==> src/rtl/regfile_pkg.sv <==
// Shared defaults and helpers for the multi-port register file with busy scoreboard.
package regfile_pkg;

  localparam int ADDR_WIDTH_DEF = 5;
  localparam int DATA_WIDTH_DEF = 32;
  // Widest busy vector popcount accepts; callers zero-extend into it.
  localparam int MAX_DEPTH      = 256;

  function automatic int unsigned popcount(input logic [MAX_DEPTH-1:0] v);
    int unsigned n;
    n = 0;
    for (int i = 0; i < MAX_DEPTH; i++) begin
      n = n + 32'(v[i]);
    end
    return n;
  endfunction

  // Low bit of field idx inside a packed vector of width-bit fields.
  function automatic int slice_lo(input int idx, input int width);
    return idx * width;
  endfunction

endpackage

==> src/rtl/regfile_scoreboard.sv <==
// Busy-bit scoreboard: reservation acceptance, write-clears / reserve-sets, registered count.
module regfile_scoreboard
  import regfile_pkg::*;
#(
  parameter int ADDR_WIDTH = ADDR_WIDTH_DEF,
  parameter int ZERO_REG   = 1
) (
  input  logic                    clk,
  input  logic                    rst_n,
  input  logic                    w0_en_i,
  input  logic [ADDR_WIDTH-1:0]   w0_addr_i,
  input  logic                    w1_en_i,
  input  logic [ADDR_WIDTH-1:0]   w1_addr_i,
  input  logic                    rsv_en_i,
  input  logic [ADDR_WIDTH-1:0]   rsv_addr_i,
  output logic                    rsv_ack_o,
  output logic [2**ADDR_WIDTH-1:0] busy_o,
  output logic [ADDR_WIDTH:0]     busy_cnt_o
);

  localparam int DEPTH = 2**ADDR_WIDTH;
  localparam int CW    = ADDR_WIDTH + 1;

  logic [DEPTH-1:0] busy_q, busy_d;
  logic [CW-1:0]    busy_cnt_q, busy_cnt_d;
  logic             rsv_zero;
  logic [MAX_DEPTH-1:0] pc_vec;

  assign rsv_zero  = (ZERO_REG != 0) && (rsv_addr_i == '0);
  // Judged on the pre-edge busy bit, so a register being retired this cycle cannot be re-reserved.
  assign rsv_ack_o = rst_n && rsv_en_i && !busy_q[rsv_addr_i] && !rsv_zero;

  always_comb begin
    busy_d = busy_q;
    pc_vec = '0;
    if (w0_en_i)   busy_d[w0_addr_i]  = 1'b0;
    if (w1_en_i)   busy_d[w1_addr_i]  = 1'b0;
    if (rsv_ack_o) busy_d[rsv_addr_i] = 1'b1;
    pc_vec[DEPTH-1:0] = busy_d;
    busy_cnt_d = CW'(popcount(pc_vec));
  end

  always_ff @(posedge clk or negedge rst_n) begin
    if (!rst_n) begin
      busy_q     <= '0;
      busy_cnt_q <= '0;
    end else begin
      busy_q     <= busy_d;
      busy_cnt_q <= busy_cnt_d;
    end
  end

  assign busy_o     = busy_q;
  assign busy_cnt_o = busy_cnt_q;

endmodule

==> src/rtl/regfile_mp_sb.sv <==
// Multi-port register file (NUM_RD reads, 2 prioritized writes) with busy scoreboard.
// Optional write-to-read forwarding is enabled by defining REGFILE_MP_BYPASS_EN.
module regfile_mp_sb
  import regfile_pkg::*;
#(
  parameter int ADDR_WIDTH = ADDR_WIDTH_DEF,
  parameter int DATA_WIDTH = DATA_WIDTH_DEF,
  parameter int NUM_RD     = 2,
  parameter int ZERO_REG   = 1
) (
  input  logic                         clk,
  input  logic                         rst_n,
  input  logic                         w0_en,
  input  logic [ADDR_WIDTH-1:0]        w0_addr,
  input  logic [DATA_WIDTH-1:0]        w0_data,
  input  logic                         w1_en,
  input  logic [ADDR_WIDTH-1:0]        w1_addr,
  input  logic [DATA_WIDTH-1:0]        w1_data,
  input  logic [NUM_RD*ADDR_WIDTH-1:0] rd_addr,
  output logic [NUM_RD*DATA_WIDTH-1:0] rd_data,
  output logic [NUM_RD-1:0]            rd_busy,
  input  logic                         rsv_en,
  input  logic [ADDR_WIDTH-1:0]        rsv_addr,
  output logic                         rsv_ack,
  output logic [ADDR_WIDTH:0]          busy_cnt
);

  localparam int DEPTH = 2**ADDR_WIDTH;

  logic [DATA_WIDTH-1:0] mem_q [DEPTH];
  logic [DEPTH-1:0]      busy;
  logic                  wr0_ok, wr1_ok;

  assign wr0_ok = w0_en && !((ZERO_REG != 0) && (w0_addr == '0));
  assign wr1_ok = w1_en && !((ZERO_REG != 0) && (w1_addr == '0));

  // Lane 1 is assigned last so it wins a same-address collision.
  always_ff @(posedge clk or negedge rst_n) begin
    if (!rst_n) begin
      for (int i = 0; i < DEPTH; i++) mem_q[i] <= '0;
    end else begin
      if (wr0_ok) mem_q[w0_addr] <= w0_data;
      if (wr1_ok) mem_q[w1_addr] <= w1_data;
    end
  end

  regfile_scoreboard #(
    .ADDR_WIDTH (ADDR_WIDTH),
    .ZERO_REG   (ZERO_REG)
  ) u_sb (
    .clk        (clk),
    .rst_n      (rst_n),
    .w0_en_i    (w0_en),
    .w0_addr_i  (w0_addr),
    .w1_en_i    (w1_en),
    .w1_addr_i  (w1_addr),
    .rsv_en_i   (rsv_en),
    .rsv_addr_i (rsv_addr),
    .rsv_ack_o  (rsv_ack),
    .busy_o     (busy),
    .busy_cnt_o (busy_cnt)
  );

  for (genvar p = 0; p < NUM_RD; p++) begin : g_rd
    localparam int ALO = slice_lo(p, ADDR_WIDTH);
    localparam int DLO = slice_lo(p, DATA_WIDTH);
    logic [ADDR_WIDTH-1:0] ra;
    logic [DATA_WIDTH-1:0] rdat;
    logic                  rbusy;

    assign ra = rd_addr[ALO +: ADDR_WIDTH];

    always_comb begin
      rdat  = mem_q[ra];
      rbusy = busy[ra];
`ifdef REGFILE_MP_BYPASS_EN
      if (w1_en && (w1_addr == ra)) begin
        rdat  = w1_data;
        rbusy = 1'b0;
      end else if (w0_en && (w0_addr == ra)) begin
        rdat  = w0_data;
        rbusy = 1'b0;
      end
`endif
      // Hardwired zero overrides forwarding as well.
      if ((ZERO_REG != 0) && (ra == '0)) begin
        rdat  = '0;
        rbusy = 1'b0;
      end
    end

    assign rd_data[DLO +: DATA_WIDTH] = rdat;
    assign rd_busy[p]                 = rbusy;
  end

endmodule

==> config.mk <==
export PLATFORM = sky130hd
export DESIGN_NAME = regfile_mp_sb
export DESIGN_NICKNAME = d
export VERILOG_FILES = /design/src/rtl/regfile_pkg.sv /design/src/rtl/regfile_scoreboard.sv /design/src/rtl/regfile_mp_sb.sv
export SDC_FILE = /design/constraint.sdc
export NUM_CORES = 2
export LEC_CHECK = 0
export CAP_MARGIN = 20
export CORE_ASPECT_RATIO = 1.25
export CORE_MARGIN = 5
export CORE_UTILIZATION = 55
export CTS_CLUSTER_SIZE = 16
export DETAILED_ROUTE_END_ITERATION = 7
export GPL_ROUTABILITY_DRIVEN = 0
export MAX_ROUTING_LAYER = met4
export PLACE_DENSITY = 0.77
export SLEW_MARGIN = 0
export SYNTH_ARGS = -nofsm -noshare
export SYNTH_HDL_FRONTEND = slang
export SYNTH_HIERARCHICAL = 1
export SYNTH_SLANG_ARGS = --single-unit
==> constraint.sdc <==
create_clock -name clk -period 9.4 [get_ports clk]
set_input_delay 1.88 -clock clk [delete_from_list [all_inputs] [get_ports clk]]
set_output_delay 1.88 -clock clk [all_outputs]
set_load 0.03 [all_outputs]
# Word-level counts from Yosys, hierarchy flattened
# Index checks and enable logic that the tools add are counted.
[classes]
reduce_logical = 19
order_cmp = 14
bitwise_logic = 9
add_sub_neg = 31
n_mux = 33
[op_table]
columns = ["operator", "count"]
rows = [
  ["1024-bit bitwise mux", 2],
  ["1024-bit 2-to-1 mux", 2],
  ["32-bit 2-to-1 mux", 11],
  ["32-bit binary-select mux with 5-bit select", 2],
  ["32-bit demux with 5-bit select", 2],
  ["6-bit by 1-bit adder with 6-bit output", 30],
  ["32-bit bitwise AND", 2],
  ["32-bit NOT", 2],
  ["32-bit OR", 1],
  ["5-bit by 6-bit less-than comparator with 1-bit output, second input constant", 5],
  ["5-bit zero test", 5],
  ["6-bit >= comparator, second input constant", 4],
  ["5-bit NOT with 6-bit output", 4],
  ["1-bit binary-select mux with 5-bit select", 3],
  ["1-bit demux with 5-bit select", 3],
  ["5-bit by 1-bit >= comparator with 1-bit output, second input constant", 3],
  ["6-bit by 1-bit less-than comparator with 1-bit output, second input constant", 2],
  ["1-bit logical AND", 10],
  ["1-bit 2-to-1 mux", 8],
  ["1-bit zero test", 4],
  ["1-bit by 1-bit adder with 2-bit output", 1],
]
[totals]
in_bits = 94
regBits = 1062
word_cells = 140
out_inout_bits = 73

# Logic depth before layout (Yosys ltp)
[depth]
depth_word = 42
depth_mapped = 23
mapped_depth_nobuf = 19

# Cells and area by module
# The synthesis kept the hierarchy.
[by_module_without_submodules]
columns = ["mod", "instances", "area_per_inst_um2", "seq_area_each_um2", "cells_per_inst"]
rows = [
  ["regfile_mp_sb", 1, 63933.8, 25624.6, 6115],
  ["regfile_scoreboard", 1, 3224.3, 950.9, 316],
]

# Least setup slack after synthesis
# OpenSTA, ideal clock, no wires.
[synth_path]
path_type = "input to register"
from = "in rsv_addr[1]"
to = "reg u_sb.busy_cnt_q[4], in the netlist u_sb/busy_cnt_o[4]"
required_ps = 9320
arrival_time_ps = 7619
setup_ps = 80
path_buffers = 4
stages = 21
slack_ps = 1701
cell_sequence = "buf_2 buf_2 mux4_2 a21o_4 a211o_1 buf_6 buf_8 o31ai_2 fa_1 inv_1 fa_1 fa_1 inv_1 fa_1 fa_1 fa_1 ha_1 fa_1 a21o_1 a21oi_1 xnor2_1"
[synth_via]
word_cells_on_any_way = 45
classes_between = "31 x add/sub; 2 x order compare; 5 x mux; 1 x bitwise; 6 x reduce/logical"
[synth_rtl]
columns = ["item", "line", "rtl"]
rows = [
  ["start: declaration", "regfile_mp_sb.sv:23", "input logic [ADDR_WIDTH-1:0] rsv_addr,"],
  ["5-bit by 6-bit less-than comparator with 1-bit output (not written as such) (tied with other cells)", "regfile_scoreboard.sv:38", "if (rsv_ack_o) busy_d[rsv_addr_i] = 1'b1;"],
  ["1-bit logical AND (not written as such) / 1-bit 2-to-1 mux (equally long branches)", "regfile_scoreboard.sv:38, regfile_scoreboard.sv:31", ""],
  ["1-bit 2-to-1 mux (not written as such) / 1-bit zero test (equally long branches)", "regfile_scoreboard.sv:38, regfile_scoreboard.sv:31", ""],
  ["1-bit demux with 5-bit select / 1-bit logical AND (equally long branches)", "--", ""],
  ["32-bit OR (no source line) / 1-bit logical AND (equally long branches)", "--", ""],
  ["32-bit 2-to-1 mux (*)", "regfile_scoreboard.sv:38", ""],
  ["via u_sb.busy_d[9]", "regfile_scoreboard.sv:24", "logic [DEPTH-1:0] busy_q, busy_d;"],
  ["6-bit by 1-bit adder with 6-bit output (*) (23 in series)", "regfile_pkg.sv:13", "n = n + 32'(v[i]);"],
  ["via u_sb.busy_cnt_d[4]", "regfile_scoreboard.sv:25", "logic [CW-1:0] busy_cnt_q, busy_cnt_d;"],
  ["end signal: assignment", "regfile_scoreboard.sv:49", "busy_cnt_q <= busy_cnt_d;"],
  ["end: declaration", "regfile_scoreboard.sv:25", ""],
]
# Mark *: on every way through the listed nets, which the timed path passes. The rest lies on a longest branch. The select of a mux whose other input is x is not followed.

# Worst setup path in the final report
[layout_path]
from = "in rd_addr[8]"
to = "out rd_data[33]"
[layout_via]
elab_chain_cells = 5
word_cells_on_any_way = 6
classes_between = "4 x mux; 1 x bitwise; 1 x reduce/logical"
[layout_lines]
columns = ["item", "line", "rtl"]
rows = [
  ["start: declaration", "regfile_mp_sb.sv:19", "input logic [NUM_RD*ADDR_WIDTH-1:0] rd_addr,"],
  ["5-bit NOT with 6-bit output (not written as such)", "regfile_mp_sb.sv:74", "rdat = mem_q[ra];"],
  ["32-bit binary-select mux with 5-bit select", "regfile_mp_sb.sv:74", ""],
  ["32-bit 2-to-1 mux (not written as such) (2 in series)", "regfile_mp_sb.sv:74", ""],
  ["32-bit 2-to-1 mux (*)", "regfile_mp_sb.sv:86", "if ((ZERO_REG != 0) && (ra == '0)) begin"],
  ["end: declaration", "regfile_mp_sb.sv:20", "output logic [NUM_RD*DATA_WIDTH-1:0] rd_data,"],
]
# Mark *: on every way between the ends. The rest lies on a longest branch, timed or not. The select of a mux whose other input is x is not followed.

==> flow_summary.toml <==
[layout]
postLayoutCellArea_um2 = 74100
multi_input_area_um2 = 37500
ff_latch_area_um2 = 26600
drive_gt1_share_pct = 14.2
fill_cells = 9332
area_growth_pct = 10.3
nNetsFinal = 6235

[synthesis]
synth_compound_area_share_pct = 14.0
synthAdderAreaFrac_pct = 0.846
muxShareOfSynthArea_pct = 31.7
syn-num-nets = 6556
yosysUniqueCellTypes = 69
avgSynthCellArea_um2 = 10.4
postSynthCellCount = 6431
synth-async-reset-ratio_pct = 100
synth-edff-count = 0
synthSimpleGateAreaFrac_pct = 8.49
synth_xor_area_share_pct = 0.0391
ys_ff_latch = 1062
synth_top_area_cell = "dfrtp_1"
synth_top_area_share_pct = 39.6
syn-cell-area_um2 = 67200
synth_seq_area_share_pct = 39.6
synth_top_family_by_area = "multiplexers"
yosysWarningCount = 6
synth_ff_type = "dfrtp_1"
synthTopCellsByArea = "dfrtp_1, mux2i_1, mux4_2"

[die]
die_width_um = 323
start_util_pct = 55.3
io-pin-count = 167
core_area_um2 = 121000
dieHeight_um = 401
dieArea_um2 = 129000
row_count = 143

[routing]
drt_iter0_drc = 9262
drc_errors = 2
vias = 57674
antenna_left = 0
wl_um = 260000
dr.pass1.iters = 8
routedWlPerCell_um = 33.3
vias_per_cell = 7.38

[clock_tree]
clock_path_buffers = 3
cts_tree = "done"
cts_hold_buf = 0
postCtsSetupBuffers = 0
clk_latency_ns = 0.74
clk_pin_slew_ns = 0.07
clk_root_buffer_cell = "clkbuf_16"
cts.sinks = 1062
cts_htree_levels = 3
ctsResizeCount = 0
numCtsBuffers = 105

[power]
vdd_drop_max_mv = 0.179
p_leak_nw = 31.9
powerDensity_nw_per_um2 = 216

[global_route]
grt_use_total_pct = 40.2
antenna_found_initial = 17
grt_max_degree = 161
grt_pass1_wl_um = 376000
grt-ovfl-total = 0
grt_pass1_vias = 56490

[timing]
tightest_slew_ns = 1.30
fin_tns_setup_ns = 0
hold_viol = 0
fin_crit_sh_pct = 85.1
slew_headroom_pct = 13.2
rsz0062_at_grt = "false"
hold-worst-slack_ns = 0.399
fmax_mhz = 125
skew_ns = 0.00920
slew_viol_final = 0
setup_violations = 0
fin_crit_ns = 8.00
fin_ws_ns = 1.40

[flow_run]
maxCapViolations = 0

[worst_setup_path]
critPathKind = "primary input to output port"
end_kind = "output port"
cp-start-kind = "primary input"
required_ns = 7.52
crit_fanout = 17
cp_data_arrival_time_ns = 6.12

[placement]
place_area_um2 = 69100
dp_slack_ns = 0.810
dpl.hpwl_um = 141000
numPortBuffers = 166

[worst_hold_path]
min_path_type = "flop to flop"

[status]
outcome = "complete, but fails checks"
violations = "design-rule violations"
-- cell usage after synthesis, types with 7 or more instances --
master and n:
nor2_1 636, nor3_2 17, a2111oi_0 32, a31oi_1 16, o31ai_2 10, a22o_1 73, fa_1 24, nor2b_1 46
o21ai_0 357, a211oi_1 67, a32oi_1 88, o31a_1 8, o22ai_1 51, buf_2 95, nor3_1 44, dfrtp_1 1062
mux2i_1 1241, inv_1 27, nand2_1 450, nand2b_1 10, o21ai_1 31, nor4_1 22, and2_1 12, nor3b_1 14
mux4_2 383, a21oi_1 644, clkbuf_1 559, o221ai_1 32, buf_1 28, ha_1 7, buf_4 74, mux2_2 19
nand3_1 12, a22oi_1 125, and3b_1 13, buf_6 19
-- path summary, 6_finish.rpt --
kind,cells past startpoint,to,from,slack (ns)
worst min register to register,0,mem_q[1022],mem_q[1022],0.40
worst min-delay path,0,mem_q[1022],mem_q[1022],0.40
max in group asynchronous,5,mem_q[524],rst_n,4.41
worst max register to register,17,u_sb/busy_cnt_o[4],u_sb/busy_o[26],3.00
worst max-delay path,7,rd_data[33],rd_addr[8],1.40
min in group asynchronous,1,u_sb/busy_cnt_o[5],rst_n,1.09
-- layout make-up --
| type | instances | share of cell area, % |
|---|---|---|
| clock inverter | 35 | 0.654 |
| inverter | 27 | 0.137 |
| clock buffer | 160 | 4.33 |
| tap | 1595 | 2.69 |
| timing repair buffer | 353 | 5.68 |
| sequential | 1062 | 35.9 |
| multi-input combinational | 4561 | 50.6 |
| antenna | 21 | 0.0709 |
-- where the power goes --
part	leakage [nW]	internal [W]	total (W)	switching [W]
Clock	1.82	0.00263	0.00460	0.00197
Combinational	17.1	0.00233	0.00461	0.00228
Sequential	13.0	0.00576	0.00677	0.00100
-- flip-flops by register name, indices dropped and copies added, names as in the netlist --
| name | count |
|---|---|
| mem_q | 1024 |
| u_sb/busy_o | 32 |
| u_sb/busy_cnt_o | 6 |
-- through the flow --
stage,util (%),instances,total power [W]
2_1_floorplan,-,6431,0.00982
3_3_place_gp,56.8,7541,0.0110
3_5_place_dp,56.9,7548,0.0112
4_1_cts,59.9,7743,0.0158
5_1_grt,61.0,7810,0.0167
6_report,61.0,7814,0.0160
-- kinds of logic after synthesis --
logic type / after synthesis
mux: 1643
compound gates: 1559
simple gates: 1325
flops: 1062
buf+inv: 808
fa+ha+maj: 31
xor+xnor: 3
-- layer usage --
metal,share of wire [%],global-route usage (%),vias up
li1,-,-,23068
met3,15,13.0,1690
met4,10,30.9,0
met5,0,-,-
met2,43,57.2,5118
met1,32,47.3,27798
-- layout by cell type (no fill, tap or decap), types with 14 or more instances in the layout --
| master | synthesis | final |
|---|---|---|
| a2111oi_0 | 32 | 32 |
| a211oi_1 | 67 | 67 |
| a21oi_1 | 644 | 644 |
| a22o_1 | 73 | 73 |
| a22oi_1 | 125 | 125 |
| a31oi_1 | 16 | 16 |
| a32oi_1 | 88 | 88 |
| buf_12 | 0 | 14 |
| buf_16 | 0 | 41 |
| buf_4 | 74 | 118 |
| buf_8 | 1 | 16 |
| clkbuf_1 | 559 | 20 |
| clkbuf_16 | 0 | 109 |
| clkbuf_8 | 0 | 34 |
| clkdlybuf4s50_1 | 0 | 157 |
| clkinv_2 | 0 | 16 |
| dfrtp_1 | 1062 | 1062 |
| diode_2 | 0 | 21 |
| fa_1 | 24 | 24 |
| inv_1 | 27 | 27 |
| mux2_2 | 19 | 19 |
| mux2i_1 | 1241 | 1241 |
| mux4_2 | 383 | 383 |
| nand2_1 | 450 | 427 |
| nand2_4 | 0 | 18 |
| nor2_1 | 636 | 617 |
| nor2_4 | 0 | 22 |
| nor2b_1 | 46 | 41 |
| nor3_1 | 44 | 43 |
| nor3b_1 | 14 | 14 |
| nor4_1 | 22 | 22 |
| o21ai_0 | 357 | 357 |
| o21ai_1 | 31 | 31 |
| o221ai_1 | 32 | 32 |
| o22ai_1 | 51 | 51 |
-- critical path, cell delays in order --
cell and delay [ns]:
clkdlybuf4s50_1 0.71, or3_2 0.97, buf_4 0.41, o221ai_1 0.22, a211oi_1 0.10, nor3_1 0.95, clkdlybuf4s50_1 0.85
No activity file was read; power rests on OpenSTA's default activity.
